File: config.mk
export PLATFORM = sky130hd
export DESIGN_NAME = rr_arbiter
export DESIGN_NICKNAME = d
export VERILOG_FILES = /design/src/rtl/rr_arbiter.sv
export SDC_FILE = /design/constraint.sdc
export NUM_CORES = 1
export LEC_CHECK = 0
export CAP_MARGIN = 20
export CORE_UTILIZATION = 44
export CTS_CLUSTER_SIZE = 30
export DETAILED_ROUTE_END_ITERATION = 10
export HOLD_SLACK_MARGIN = 0.12
export PLACE_DENSITY = 0.78
export SYNTH_ARGS = -nofsm -noshare
export SYNTH_HDL_FRONTEND = slang
export SYNTH_SLANG_ARGS = --single-unit
File: constraint.sdc
create_clock -name clk -period 1.99 [get_ports clk]
set_clock_uncertainty 0.15 [all_clocks]
set_input_delay 0.199 -clock clk [delete_from_list [all_inputs] [get_ports clk]]
set_output_delay 0.199 -clock clk [all_outputs]
set_load 0.05 [all_outputs]
File: src/rtl/rr_arbiter.sv
// rr_arbiter: 4-way round-robin arbiter with bounded hold time, grant encoded for a 2-to-4 decoder.
module rr_arbiter #(
  parameter int MAX_HOLD = 8
) (
  input  logic       clk,
  input  logic       rst,
  input  logic [3:0] req,
  output logic       x0,
  output logic       x1,
  output logic       e
);
  typedef enum logic {IDLE, GRANT} state_t;
  state_t      state_q, state_d;
  logic [1:0]  idx_q, idx_d, last_q, last_d, win;
  logic [7:0]  cnt_q, cnt_d;
  logic        found, hold;
  // Scan offsets from farthest to nearest so the nearest requester after last wins.
  always_comb begin
    win = last_q;
    for (int i = 4; i >= 1; i--)
      if (req[last_q + 2'(i)]) win = last_q + 2'(i);
  end
  assign found = |req;
  assign hold  = (state_q == GRANT) && req[idx_q] && (cnt_q < 8'(MAX_HOLD));
  always_comb begin
    state_d = (hold || found) ? GRANT : IDLE;
    idx_d   = (hold || !found) ? idx_q : win;
    last_d  = (hold || !found) ? last_q : win;
    cnt_d   = hold ? cnt_q + 8'd1 : found ? 8'd1 : 8'd0;
  end
  always_ff @(posedge clk) begin
    if (rst) begin
      state_q <= IDLE;
      idx_q   <= 2'd0;
      last_q  <= 2'd3;
      cnt_q   <= 8'd0;
    end else begin
      state_q <= state_d;
      idx_q   <= idx_d;
      last_q  <= last_d;
      cnt_q   <= cnt_d;
    end
  end
  assign x0 = idx_q[1];
  assign x1 = idx_q[0];
  assign e  = (state_q == IDLE);
endmodule

# ---- Word level (Yosys, flattened, before mapping)
# Cells that the tools add are included.
dict set report totals {
  reg_bits 13
  latch_bits 0
  mem_bits_rw 0
  rom_bits 0
  inputBits 6
  out_inout_bits 3
  word_cells 34
  n_memories 0
}
dict set report op_classes {
  n_addsub 4
  mul 0
  div 0
  magnitude_cmp 5
  eq_ne 0
  n_shift 0
  muxes 14
  bitwise 1
  n_reduce_logical 6
}
# operator n
set ops {}
lappend ops {{$lt A2 B3 Y1 const B} 4}
lappend ops {{$add A8 B1 Y8 const B} 1}
lappend ops {{$bmux W1 S2} 4}
lappend ops {{$lt A8 B4 Y1 const B} 1}
lappend ops {{$mux W8} 1}
lappend ops {{$mux W1} 6}
lappend ops {{$mux W2} 3}
lappend ops {{$add A2 B2 Y2 const B} 2}
lappend ops {{$reduce_or A4 Y1} 1}
lappend ops {{$add A2 B1 Y2 const B} 1}
lappend ops {{$logic_and A1 B1 Y1} 2}
lappend ops {{$logic_or A1 B1 Y1} 2}
lappend ops {{$logic_not A1 Y1} 1}
lappend ops {{$not A1 Y1} 1}

# ---- Logic depth before layout (Yosys ltp)
# Gate-level depths: netlist (run 1).
dict set report logic_depth {
  depth_word 6
  mapped_depth 4
  ltp_nobuf 4
}

# ---- Worst setup path before layout (run 1)
# OpenSTA, ideal clock, no wires.
dict set report synth_timing {
  path_kind {flip-flop to flip-flop}
  start {register idx_q[1]}
  end {register last_q[0]}
  setup_ns 0.127
  arrival_time_ns 2.057
  t_required_ns 1.713
  path_slack_ns -0.343
  stages_incl_launch_ff 5
  path_buffers 0
  period_less_slack_ns 2.333
  path_cell_list {dfxtp_1 -> mux4_2 -> a31o_4 -> o31a_1 -> or3_1}
}
dict set report synth_via {
  elab_chain_cells 5
}
# element line
set synth_lines {}
lappend synth_lines {{start, declared} 14} ;# logic [1:0] idx_q, idx_d, last_q, last_d, win;
lappend synth_lines {{start signal, assigned} 39} ;# idx_q <= idx_d;
lappend synth_lines {{$bmux W1 S2} 24} ;# assign hold = (state_q == GRANT) && req[idx_q] && (cnt_q < 8'(MAX_HOLD));
lappend synth_lines {{$mux W1 (implied by the code)} 24}
lappend synth_lines {{$logic_and A1 B1 Y1 (2 in a row)} 24}
lappend synth_lines {{$logic_or A1 B1 Y1} 28} ;# last_d = (hold || !found) ? last_q : win;
lappend synth_lines {{end signal, assigned} 40} ;# last_q <= last_d;
lappend synth_lines {{end, declared} 14}
# No other way between the ends. The select of a mux whose other input is x is not followed.
# A chain may end at the register's enable or synchronous reset.

# ---- Final worst setup path (run 1)
dict set report layout_timing {
  start {input port req[2]}
  end {register last_q[0]}
}
dict set report layout_via {
  elab_chain_cells 5
  word_cells_on_any_way 16
  cone_classes {mux: 11; reduce/logical: 5}
}
# element line
set layout_lines {}
lappend layout_lines {{start, declared} 7} ;# input logic [3:0] req,
lappend layout_lines {{$bmux W1 S2, on equally long branches} {21, 24}}
lappend layout_lines {{$mux W1, on equally long branches} {21, 24}}
lappend layout_lines {{$mux W2 / $logic_and A1 B1 Y1 (equally long branches) (2 in a row)} {21, 24}}
lappend layout_lines {{$mux W2 / $logic_or A1 B1 Y1 (equally long branches)} {21, 28}}
# Several ways; a longest one is shown, not always the timed one. The select of a mux whose other input is x is not followed.

==> impl_summary.txt, run 1 <==
----------------------------------------------------
[Status]
  Status ... finished clean

[Synthesis]
  Netlist area before placement ... 574.3 um2
  Async S/R FF share, synth ... 0%
  Instance count of the mapped netlist ... 57
  Flip-flop and latch count after synthesis ... 13
  Syn avg cell area ... 10.08 um2
  Top cell type by total area after synthesis ... sky130_fd_sc_hd__dfxtp_1
  EDFF count, synth ... 0
  Leading register cell type out of synthesis ... sky130_fd_sc_hd__dfxtp_1
  Synth area leaders ... sky130_fd_sc_hd__dfxtp_1, sky130_fd_sc_hd__mux4_2, sky130_fd_sc_hd__nor2b_1
  Yosys Warn Count ... 0
  Portion of the post-synthesis area used by sequential elements ... 45.32%
  Portion of synthesized cell area occupied by the leading cell type ... 45.32%
  Count of different cell masters after synthesis ... 27

[Place]
  DPL Wire Length ... 866.5 um
  Number of placed instances with taps included ... 90
  Routability congestion estimate ... 0.8573
  Count of buffers inserted at the top-level ports ... 8

[STA]
  Fmax achieved ... 509.5 MHz
  Unrepaired setup endpoints after global routing ... false
  Number of max-slew violations in the final report ... 0
  Number of setup violations in the final report ... 0
  Final cycle utilization of the critical path ... 98.62%
  Setup TNS ... 0 ns
  Actual transition at the worst max-transition pin ... 0.5030 ns
  Period minus WS final ... 1.963 ns
  Fin. Hold Viols ... 0
  Smallest hold slack ... 0.3342 ns
  Worst slew slack as a fraction of its limit ... 66.36%

[Clock network]
  CTS tree ... done
  Number of hold buffers added after cts ... 0
  Clock latency reported for the late side of the worst-skew pair ... 0.28 ns
  Cts bufs inserted ... 3
  Deepest level of the CTS H-tree ... 1
  Post-CTS clock slew at the launch and capture registers of the worst setup and hold paths ... 0.08 ns
  Sink Count ... 13
  Clock Path Buffers ... 2
  Library cell used as clock root buffer ... sky130_fd_sc_hd__clkbuf_4

[Final layout]
  Total inserted antenna cells ... 0
  Most frequent cells in the layout ... sky130_fd_sc_hd__dfxtp_1, sky130_fd_sc_hd__buf_4, sky130_fd_sc_hd__nor2b_1
  Most common cell after layout, fill and taps aside ... sky130_fd_sc_hd__dfxtp_1
  Total of fill cells in the finished design ... 91
  Layout overhead on the synthesized area ... 36.38%
  Fraction of final layout cells with drive strength greater than 1 ... 21.25%
  Count of nets after finishing ... 88
  Final Core Density ... 67.75%
  Number of cells in the finished layout apart from fillers ... 94

[Hold path]
  Worst min path class ... register to register

[Power]
  Pint ... 0.4298 mW
  Largest voltage drop on the vdd net ... 703.8 uV
  Proportion of power drawn by the clock network ... 26.7%
  Power density over cell area ... 767.8 nW/um2
  Combinational group share of total power ... 24.0%
  Net Sw Power ... 0.1715 mW
  Seq pwr share ... 49.4%
  Leakage ... 0.3430 nW
  Switching power as a share of total power ... 28.53%

[Floorplanning]
  Number of primary I/O pins ... 9
  Die height ... 38.13 um
  Area of the core ... 1156 um2
  Die Footprint ... 1454 um2
  Total number of placement rows ... 12
  Floorplan die width ... 38.13 um
  Initial standard-cell utilization of the core ... 49.68%

[Global route]
  Vias in the first global route ... 443
  First-pass GRT wire length ... 1.883 mm
  GRT Total Usage ... 20.12%
  Largest net degree at the start of global routing ... 9
  Initial antenna violation count ... 0
  Final global-route overflow total ... 0

[Worst setup path]
  Data arrival time at the worst-slack endpoint ... 1.98 ns
  Crit-path cells ... clkdlybuf4s50_1, mux4_2, a31o_4, o31a_1, or3_1
  Worst path slowest cell ... sky130_fd_sc_hd__mux4_2
  CP Max Fanout ... 5
  Capturing element type of the critical path ... register
  Category of the critical setup timing path ... primary input to register
  Data required, critical path ... 2.00 ns
  Maximum cell stage delay along the critical path ... 0.51 ns
  Sort of element at the start of the critical path ... primary input

[Detailed routing]
  Number of vias per cell after detailed routing ... 5.138
  Detailed-route via count ... 483
  Violation count after the first detailed-route iteration ... 7
  DRC violation count after routing ... 0
  First-pass iteration count of the detailed router ... 4
  Detail Route Antenna Nets ... 0
  Detailed-route wire length per cell ... 11.99 um
  Routed Wire Length ... 1.127 mm

[Run]
  Max Cap Viol ... 0

----------------------------------------------------
## power by group through the flow
stage	Sequential, mW	Combinational, mW	Clock, mW
after floorplan	0.321	0.0675	0
after global placement	0.302	0.141	0
after detailed placement	0.303	0.143	0
after CTS	0.297	0.145	0.169
after global routing	0.299	0.156	0.186
final	0.297	0.144	0.160
## Yosys cell counts, types with 2 or more instances
master / n
sky130_fd_sc_hd__nand3_1: 2
sky130_fd_sc_hd__or3_1: 2
sky130_fd_sc_hd__a21oi_1: 2
sky130_fd_sc_hd__nor4_1: 3
sky130_fd_sc_hd__nor2_1: 3
sky130_fd_sc_hd__nor2b_1: 6
sky130_fd_sc_hd__inv_1: 2
sky130_fd_sc_hd__dfxtp_1: 13
sky130_fd_sc_hd__nand2_1: 3
sky130_fd_sc_hd__nor3_1: 2
sky130_fd_sc_hd__mux4_2: 2
sky130_fd_sc_hd__o21ai_0: 2
## kinds of logic (layout without fill, tap and decap cells)
logic type | after synthesis | count (layout) | share of synthesized area (%)
AO/OA/AOI/OAI | 11 | 11 | 14.82
adder cells (fa/ha/maj) | 1 | 1 | 2.178
multiplexers | 2 | 2 | 7.843
flip-flops | 13 | 13 | 45.32
AND/OR/NAND/NOR | 25 | 25 | 24.84
other | 1 | 4 | 0.6530
XOR/XNOR | 2 | 2 | 3.051
buffers and inverters | 2 | 22 | 1.308
## sequential cells by signal, indices dropped and copies added (netlist names)
name and flops:
cnt_q 8, state_q 1, idx_q 2, last_q 2
## through the flow
| stage | setup WS [ns] | power (mW) | cell area, um2 |
|---|---|---|---|
| after floorplan | -0.04740 | 0.3888 | 590.6 |
| after global placement | -0.2653 | 0.4434 | 748.2 |
| after detailed placement | -0.2867 | 0.4464 | 748.2 |
| after CTS | 0.01452 | 0.6103 | 775.7 |
| after global routing | 0.002825 | 0.6409 | 783.3 |
| final | 0.02742 | 0.6014 | 783.3 |
## critical path: cells and delay by family
| family | cells | cell delay, ns |
|---|---|---|
| compound gates | 2 | 0.47 |
| simple gates | 1 | 0.33 |
| buf+inv | 1 | 0.47 |
| mux | 1 | 0.51 |
## metal layers
metal | share of wire, % | global-route usage, %
met4 | 1.1 | 11.61
met2 | 48 | 27.97
met3 | 4.6 | 9.302
met1 | 46 | 25.19
met5 | 0 | 0
## what timing repair did
| action | in CTS | in global routing |
|---|---|---|
| buffers inserted | 0 | 0 |
| gates resized for setup | 0 | 3 |
| setup endpoints to repair | 0 | 1 |
## area by class of cell
class,count,area (um2),share of cell area [%]
Clock inverter,1,5.005,0.6390
Clock buffer,3,22.52,2.875
Multi-Input combinational cell,45,317.8,40.58
Tap cell,14,17.52,2.236
Sequential cell,13,265.3,33.87
Timing Repair Buffer,16,147.6,18.85
Inverter,2,7.507,0.9585
## path summary, 6_finish.rpt
check	start	end	slack [ns]	cells past startpoint
setup / recovery	req[2]	last_q[0]	0.03	5
hold / removal	idx_q[0]	idx_q[0]	0.33	2
setup reg to reg	idx_q[1]	last_q[0]	0.04	4
hold reg to reg	idx_q[0]	idx_q[0]	0.33	2
Power figures use the tool's default switching activity.
==> run 2, diff against run 1 <==
- GPL_ROUTABILITY_DRIVEN: default -> 0
- GPL_TIMING_DRIVEN: default -> 0
==> run 2 against run 1 <==
Net effect: worst setup slack improved by 0.021 ns; wire length fell by 16%; critical path type is now register to register; non-clock buffer count fell by 8; sequential cell count did not move.
==> impl_summary.txt, run 2 (same netlist as run 1, synthesis figures left out) <==
----------------------------------------------------
[Worst setup path]
  Data required, critical path ... 2.00 ns
  Register-to-Register Setup Slack ... 0.05 ns
  Maximum cell stage delay along the critical path ... 0.51 ns
  Capturing element type of the critical path ... register
  Data arrival time at the worst-slack endpoint ... 1.95 ns
  CP Max Fanout ... 7
  Worst reg-to-reg path cell count ... 4
  Origin of the critical flop-to-flop path ... idx_q[1]
  Sort of element at the start of the critical path ... register
  Crit-path cells ... mux4_2, a31o_4, o31a_1, or3_1
  Category of the critical setup timing path ... register to register
  Capturing point of the worst reg2reg path ... last_q[0]
  Worst path slowest cell ... sky130_fd_sc_hd__mux4_2

[Hold path]
  Number of cells on the worst hold path ... 3
  Worst min path class ... primary input to register
  End point of the worst hold path ... state_q
  HP Start ... req[2]

[Final layout]
  Total inserted antenna cells ... 0
  Fraction of final layout cells with drive strength greater than 1 ... 11.11%
  Largest register FFs ... 8
  Layout overhead on the synthesized area ... 23.53%
  Cell area after layout ... 709.4 um2
  Count of nets after finishing ... 80
  Registers with the most flip-flops ... cnt_q: 8 flops, idx_q: 2 flops, last_q: 2 flops
  Largest Register ... cnt_q
  Most common cell after layout, fill and taps aside ... sky130_fd_sc_hd__dfxtp_1
  Number of cells in the finished layout apart from fillers ... 86
  Final Core Density ... 61.36%
  Most frequent cells in the layout ... sky130_fd_sc_hd__dfxtp_1, sky130_fd_sc_hd__nor2b_1, sky130_fd_sc_hd__conb_1, sky130_fd_sc_hd__dlygate4sd2_1, sky130_fd_sc_hd__clkdlybuf4s50_1

[Power]
  Pint ... 0.4182 mW
  Largest voltage drop on the vdd net ... 516.8 uV
  Combinational group share of total power ... 20.8%
  Power density over cell area ... 809.9 nW/um2
  Switching power as a share of total power ... 27.23%
  Total power ... 0.5746 mW
  Seq pwr share ... 52.2%
  Net Sw Power ... 0.1564 mW
  Leakage ... 0.2786 nW
  Proportion of power drawn by the clock network ... 27.0%

[STA]
  Unrepaired setup endpoints after global routing ... false
  Final worst setup slack ... 0.04822 ns
  Setup TNS ... 0 ns
  Period minus WS final ... 1.942 ns
  Smallest hold slack ... 0.3242 ns
  Number of max-slew violations in the final report ... 0
  Number of setup violations in the final report ... 0
  Fin. Hold Viols ... 0
  Final cycle utilization of the critical path ... 97.58%
  Fmax achieved ... 515.0 MHz

[Detailed routing]
  Number of vias per cell after detailed routing ... 5.035
  Routed Wire Length ... 947 um
  First-pass iteration count of the detailed router ... 4
  Detailed-route via count ... 433
  Detail Route Antenna Nets ... 0
  DRC violation count after routing ... 0
  Violation count after the first detailed-route iteration ... 14
  Detailed-route wire length per cell ... 11.01 um

[Floorplanning]
  Number of primary I/O pins ... 9
  Total number of placement rows ... 12
  Area of the core ... 1156 um2
  Die Footprint ... 1454 um2
  Initial standard-cell utilization of the core ... 49.68%
  Die height ... 38.13 um
  Floorplan die width ... 38.13 um

[Global route]
  Initial antenna violation count ... 0
  First-pass GRT wire length ... 1.497 mm
  GRT Total Usage ... 16.03%
  Largest net degree at the start of global routing ... 9
  Final global-route overflow total ... 0
  Vias in the first global route ... 349

[Status]
  Status ... finished clean

[Clock network]
  CTS tree ... done
  Clock latency reported for the late side of the worst-skew pair ... 0.27 ns
  Deepest level of the CTS H-tree ... 1
  Cts bufs inserted ... 3
  Post-CTS clock slew at the launch and capture registers of the worst setup and hold paths ... 0.08 ns
  Clock Path Buffers ... 2
  Number of hold buffers added after cts ... 0
  Library cell used as clock root buffer ... sky130_fd_sc_hd__clkbuf_4
  Sink Count ... 13

[Place]
  Area after DPL ... 688.2 um2
  Count of buffers inserted at the top-level ports ... 8
  Number of placed instances with taps included ... 82
  Worst slack at placement ... -0.3523 ns
  DPL Wire Length ... 692.8 um

[Run]
  Max Cap Viol ... 0

----------------------------------------------------
## run 2: cell count changes in the layout (fill, tap and decap cells not counted)
| cell | delta |
|---|---|
| sky130_fd_sc_hd__buf_4 | -8 |
| sky130_fd_sc_hd__dlygate4sd2_1 | +4 |
| sky130_fd_sc_hd__dlymetal6s2s_1 | -3 |
| sky130_fd_sc_hd__clkbuf_1 | +1 |
| sky130_fd_sc_hd__clkdlybuf4s50_1 | -1 |
| sky130_fd_sc_hd__clkinv_2 | -1 |
## run 2: how the worst max path moves through the flow
stage	start	end	slack, ns	cells after the start
3_3_place_gp	req[3]	last_q[0]	-0.35	5
6_report	idx_q[1]	last_q[0]	0.05	4
3_5_place_dp	req[3]	last_q[0]	-0.35	5
2_1_floorplan	idx_q[1]	last_q[0]	-0.05	4
4_1_cts	idx_q[1]	last_q[0]	0.03	4
5_1_grt	idx_q[1]	last_q[0]	0.02	4
## run 2: area by class of cell
type	instances	area (um2)
clock buffers	4	26.28
well taps	14	17.52
fillers	91	446.7
flip-flops and latches	13	265.3
repair buffers	8	75.07
multi-input cells	45	317.8
inverters	2	7.507
## run 2: power by group through the flow
stage	Clock, mW	Combinational [mW]	Sequential, mW
floorplan	0	0.0675	0.321
global placement	0	0.122	0.306
detailed placement	0	0.122	0.307
finish	0.155	0.119	0.300
CTS	0.164	0.120	0.301
global route	0.180	0.129	0.304
## run 2: routing by layer
| metal | part of all wire, % | track usage (%) | up-vias | wire (um) |
|---|---|---|---|---|
| li1 | - | - | 234 | - |
| met1 | 52 | 21.40 | 191 | 489 |
| met2 | 44 | 20.34 | 6 | 414 |
| met3 | 4.1 | 10.47 | 2 | 39 |
| met4 | 0.42 | 5.357 | 0 | 4 |
| met5 | 0 | 0 | - | 0 |
## run 2: timing repair
item,4_1_cts,5_1_grt
setup endpoints to repair,1,0
buffers inserted,0,0
gates resized for setup,4,0
## run 2: worst max-delay path: cells and delay by family, from the launching register on
kind	cells	cell delay, ns
AO/OA/AOI/OAI	2	0.49
flip-flops	1	0.36
multiplexers	1	0.51
AND/OR/NAND/NOR	1	0.33
==> run 3, diff against run 2 <==
- CAP_MARGIN: 20 -> default
- PLACE_DENSITY: 0.78 -> default
- PLACE_DENSITY_LB_ADDON: default -> 0.25
==> run 3 against run 2 <==
Net effect: sequential share of layout area shrank 0.066 points; hold slack is essentially flat; power increased by 1.4%; combinational power is essentially flat; die area is the same; wire length grew 4.4%.
==> impl_summary.txt, run 3 (same netlist as run 1, synthesis figures left out) <==
----------------------------------------------------
[Status]
  Status ... finished clean

[Clock network]
  Post-CTS Repair Setup Buffers ... 0
  Cts bufs inserted ... 3
  Sink Count ... 13
  Deepest level of the CTS H-tree ... 1
  Library cell used as clock root buffer ... sky130_fd_sc_hd__clkbuf_4
  Clock Path Buffers ... 2
  Number of hold buffers added after cts ... 0
  Clock latency reported for the late side of the worst-skew pair ... 0.28 ns
  Post-CTS clock slew at the launch and capture registers of the worst setup and hold paths ... 0.08 ns
  Post_cts resized ... 4
  CTS tree ... done

[Worst setup path]
  Maximum cell stage delay along the critical path ... 0.51 ns
  Data required, critical path ... 2.01 ns
  Cell family with most CP delay ... multiplexers
  Worst path slowest cell ... sky130_fd_sc_hd__mux4_2
  CP Max Fanout ... 7
  Data arrival time at the worst-slack endpoint ... 1.97 ns
  Sort of element at the start of the critical path ... register
  Crit-path cells ... mux4_2, a31o_4, o31a_1, or3_1
  CP Buf/Inv Count ... 0
  Capturing element type of the critical path ... register
  Category of the critical setup timing path ... register to register

[Floorplanning]
  Die Footprint ... 1454 um2
  Area of the core ... 1156 um2
  Floorplan die width ... 38.13 um
  Die height ... 38.13 um
  Total number of placement rows ... 12
  Number of primary I/O pins ... 9
  Initial standard-cell utilization of the core ... 49.68%

[Power]
  Largest voltage drop on the vdd net ... 480.8 uV
  Switching power as a share of total power ... 28.77%
  Pint ... 0.4150 mW
  Proportion of power drawn by the clock network ... 27.6%
  Leakage ... 0.2814 nW
  Combinational group share of total power ... 20.8%
  Power density over cell area ... 819.8 nW/um2
  Seq pwr share ... 51.6%
  Net Sw Power ... 0.1676 mW

[Final layout]
  Registers with the most flip-flops ... cnt_q: 8 flops, idx_q: 2 flops, last_q: 2 flops
  Largest register FFs ... 8
  Final Core Density ... 61.47%
  Count of nets after finishing ... 80
  Most frequent cells in the layout ... sky130_fd_sc_hd__dfxtp_1, sky130_fd_sc_hd__nor2b_1, sky130_fd_sc_hd__conb_1, sky130_fd_sc_hd__dlygate4sd2_1, sky130_fd_sc_hd__clkdlybuf4s50_1
  Total of fill cells in the finished design ... 105
  Layout overhead on the synthesized area ... 23.75%
  Most common cell after layout, fill and taps aside ... sky130_fd_sc_hd__dfxtp_1
  Total inserted antenna cells ... 0
  Fraction of final layout cells with drive strength greater than 1 ... 12.50%
  Number of cells in the finished layout apart from fillers ... 86
  Largest Register ... cnt_q

[Place]
  Count of buffers inserted at the top-level ports ... 8
  DPL Wire Length ... 735.2 um
  Number of placed instances with taps included ... 82

[Detailed routing]
  Detailed-route via count ... 458
  Violation count after the first detailed-route iteration ... 8
  Number of vias per cell after detailed routing ... 5.326
  Detail Route Antenna Nets ... 0
  First-pass iteration count of the detailed router ... 4
  Detailed-route wire length per cell ... 11.50 um
  DRC violation count after routing ... 0
  Routed Wire Length ... 989 um

[Global route]
  Initial antenna violation count ... 0
  Largest net degree at the start of global routing ... 9
  Global-route track usage on met3 ... 5.233%
  Final global-route overflow total ... 0
  GR Layer Usage met2 ... 25.85%
  Vias in the first global route ... 405
  Global-route met1 utilization ... 23.62%
  Layer with the highest usage ... met2
  GRT Total Usage ... 17.63%
  First-pass GRT wire length ... 1.718 mm

[Run]
  Max Cap Viol ... 0

[STA]
  Number of setup violations in the final report ... 0
  Fin. Hold Viols ... 0
  Period minus WS final ... 1.955 ns
  Fmax achieved ... 511.6 MHz
  Unrepaired setup endpoints after global routing ... true
  Final cycle utilization of the critical path ... 98.22%
  Number of max-slew violations in the final report ... 0

[Hold path]
  Worst min path class ... register to register

----------------------------------------------------
-- run 3: per-stage QoR --
stage          TNS (ns)  setup WS [ns]  hold slack, ns  power, mW  area [um2]
3_3_place_gp    -0.4411        -0.3572          0.3050     0.4276       688.2
4_1_cts               0        0.02400          0.3180     0.5904       710.7
5_1_grt        -0.01440       -0.01440          0.3604     0.6153       710.7
3_5_place_dp    -0.4240        -0.3535          0.3079     0.4300       688.2
6_report              0        0.03538          0.3246     0.5826       710.7
2_1_floorplan  -0.04740       -0.04740          0.1084     0.3888       590.6
-- run 3: final cells by class --
cell class              count  area [um2]  area share, %
clock buffers               3       22.52          3.169
clock inverters             1       5.005         0.7042
flip-flops and latches     13       265.3          37.32
inverters                   2       7.507          1.056
repair buffers              8       75.07          10.56
well taps                  14       17.52          2.465
multi-input cells          45       317.8          44.72
-- run 3: worst paths after layout --
| path | startpoint | to | slack [ns] | depth (start not counted) |
|---|---|---|---|---|
| max | idx_q[1] | last_q[0] | 0.04 | 4 |
| min | idx_q[0] | idx_q[0] | 0.32 | 2 |
| max reg2reg | idx_q[1] | last_q[0] | 0.04 | 4 |
| min reg2reg | idx_q[0] | idx_q[0] | 0.32 | 2 |
-- run 3: worst reg2reg max path: stages (launching register included) --
cell	delay [ns]
sky130_fd_sc_hd__dfxtp_4	0.36
sky130_fd_sc_hd__mux4_2	0.51
sky130_fd_sc_hd__a31o_4	0.27
sky130_fd_sc_hd__o31a_1	0.23
sky130_fd_sc_hd__or3_1	0.33
-- run 3: power by group through the flow --
stage | registers [mW] | clock network [mW] | logic (mW)
2_1_floorplan | 0.321 | 0 | 0.0675
5_1_grt | 0.304 | 0.179 | 0.132
6_report | 0.301 | 0.161 | 0.121
4_1_cts | 0.300 | 0.169 | 0.121
3_3_place_gp | 0.306 | 0 | 0.122
3_5_place_dp | 0.307 | 0 | 0.123
-- run 3: metal layers --
layer	wire length, um	vias to the layer above
li1	-	233
met1	492	214
met2	442	11
met3	54	0
met4	0	0
met5	0	-
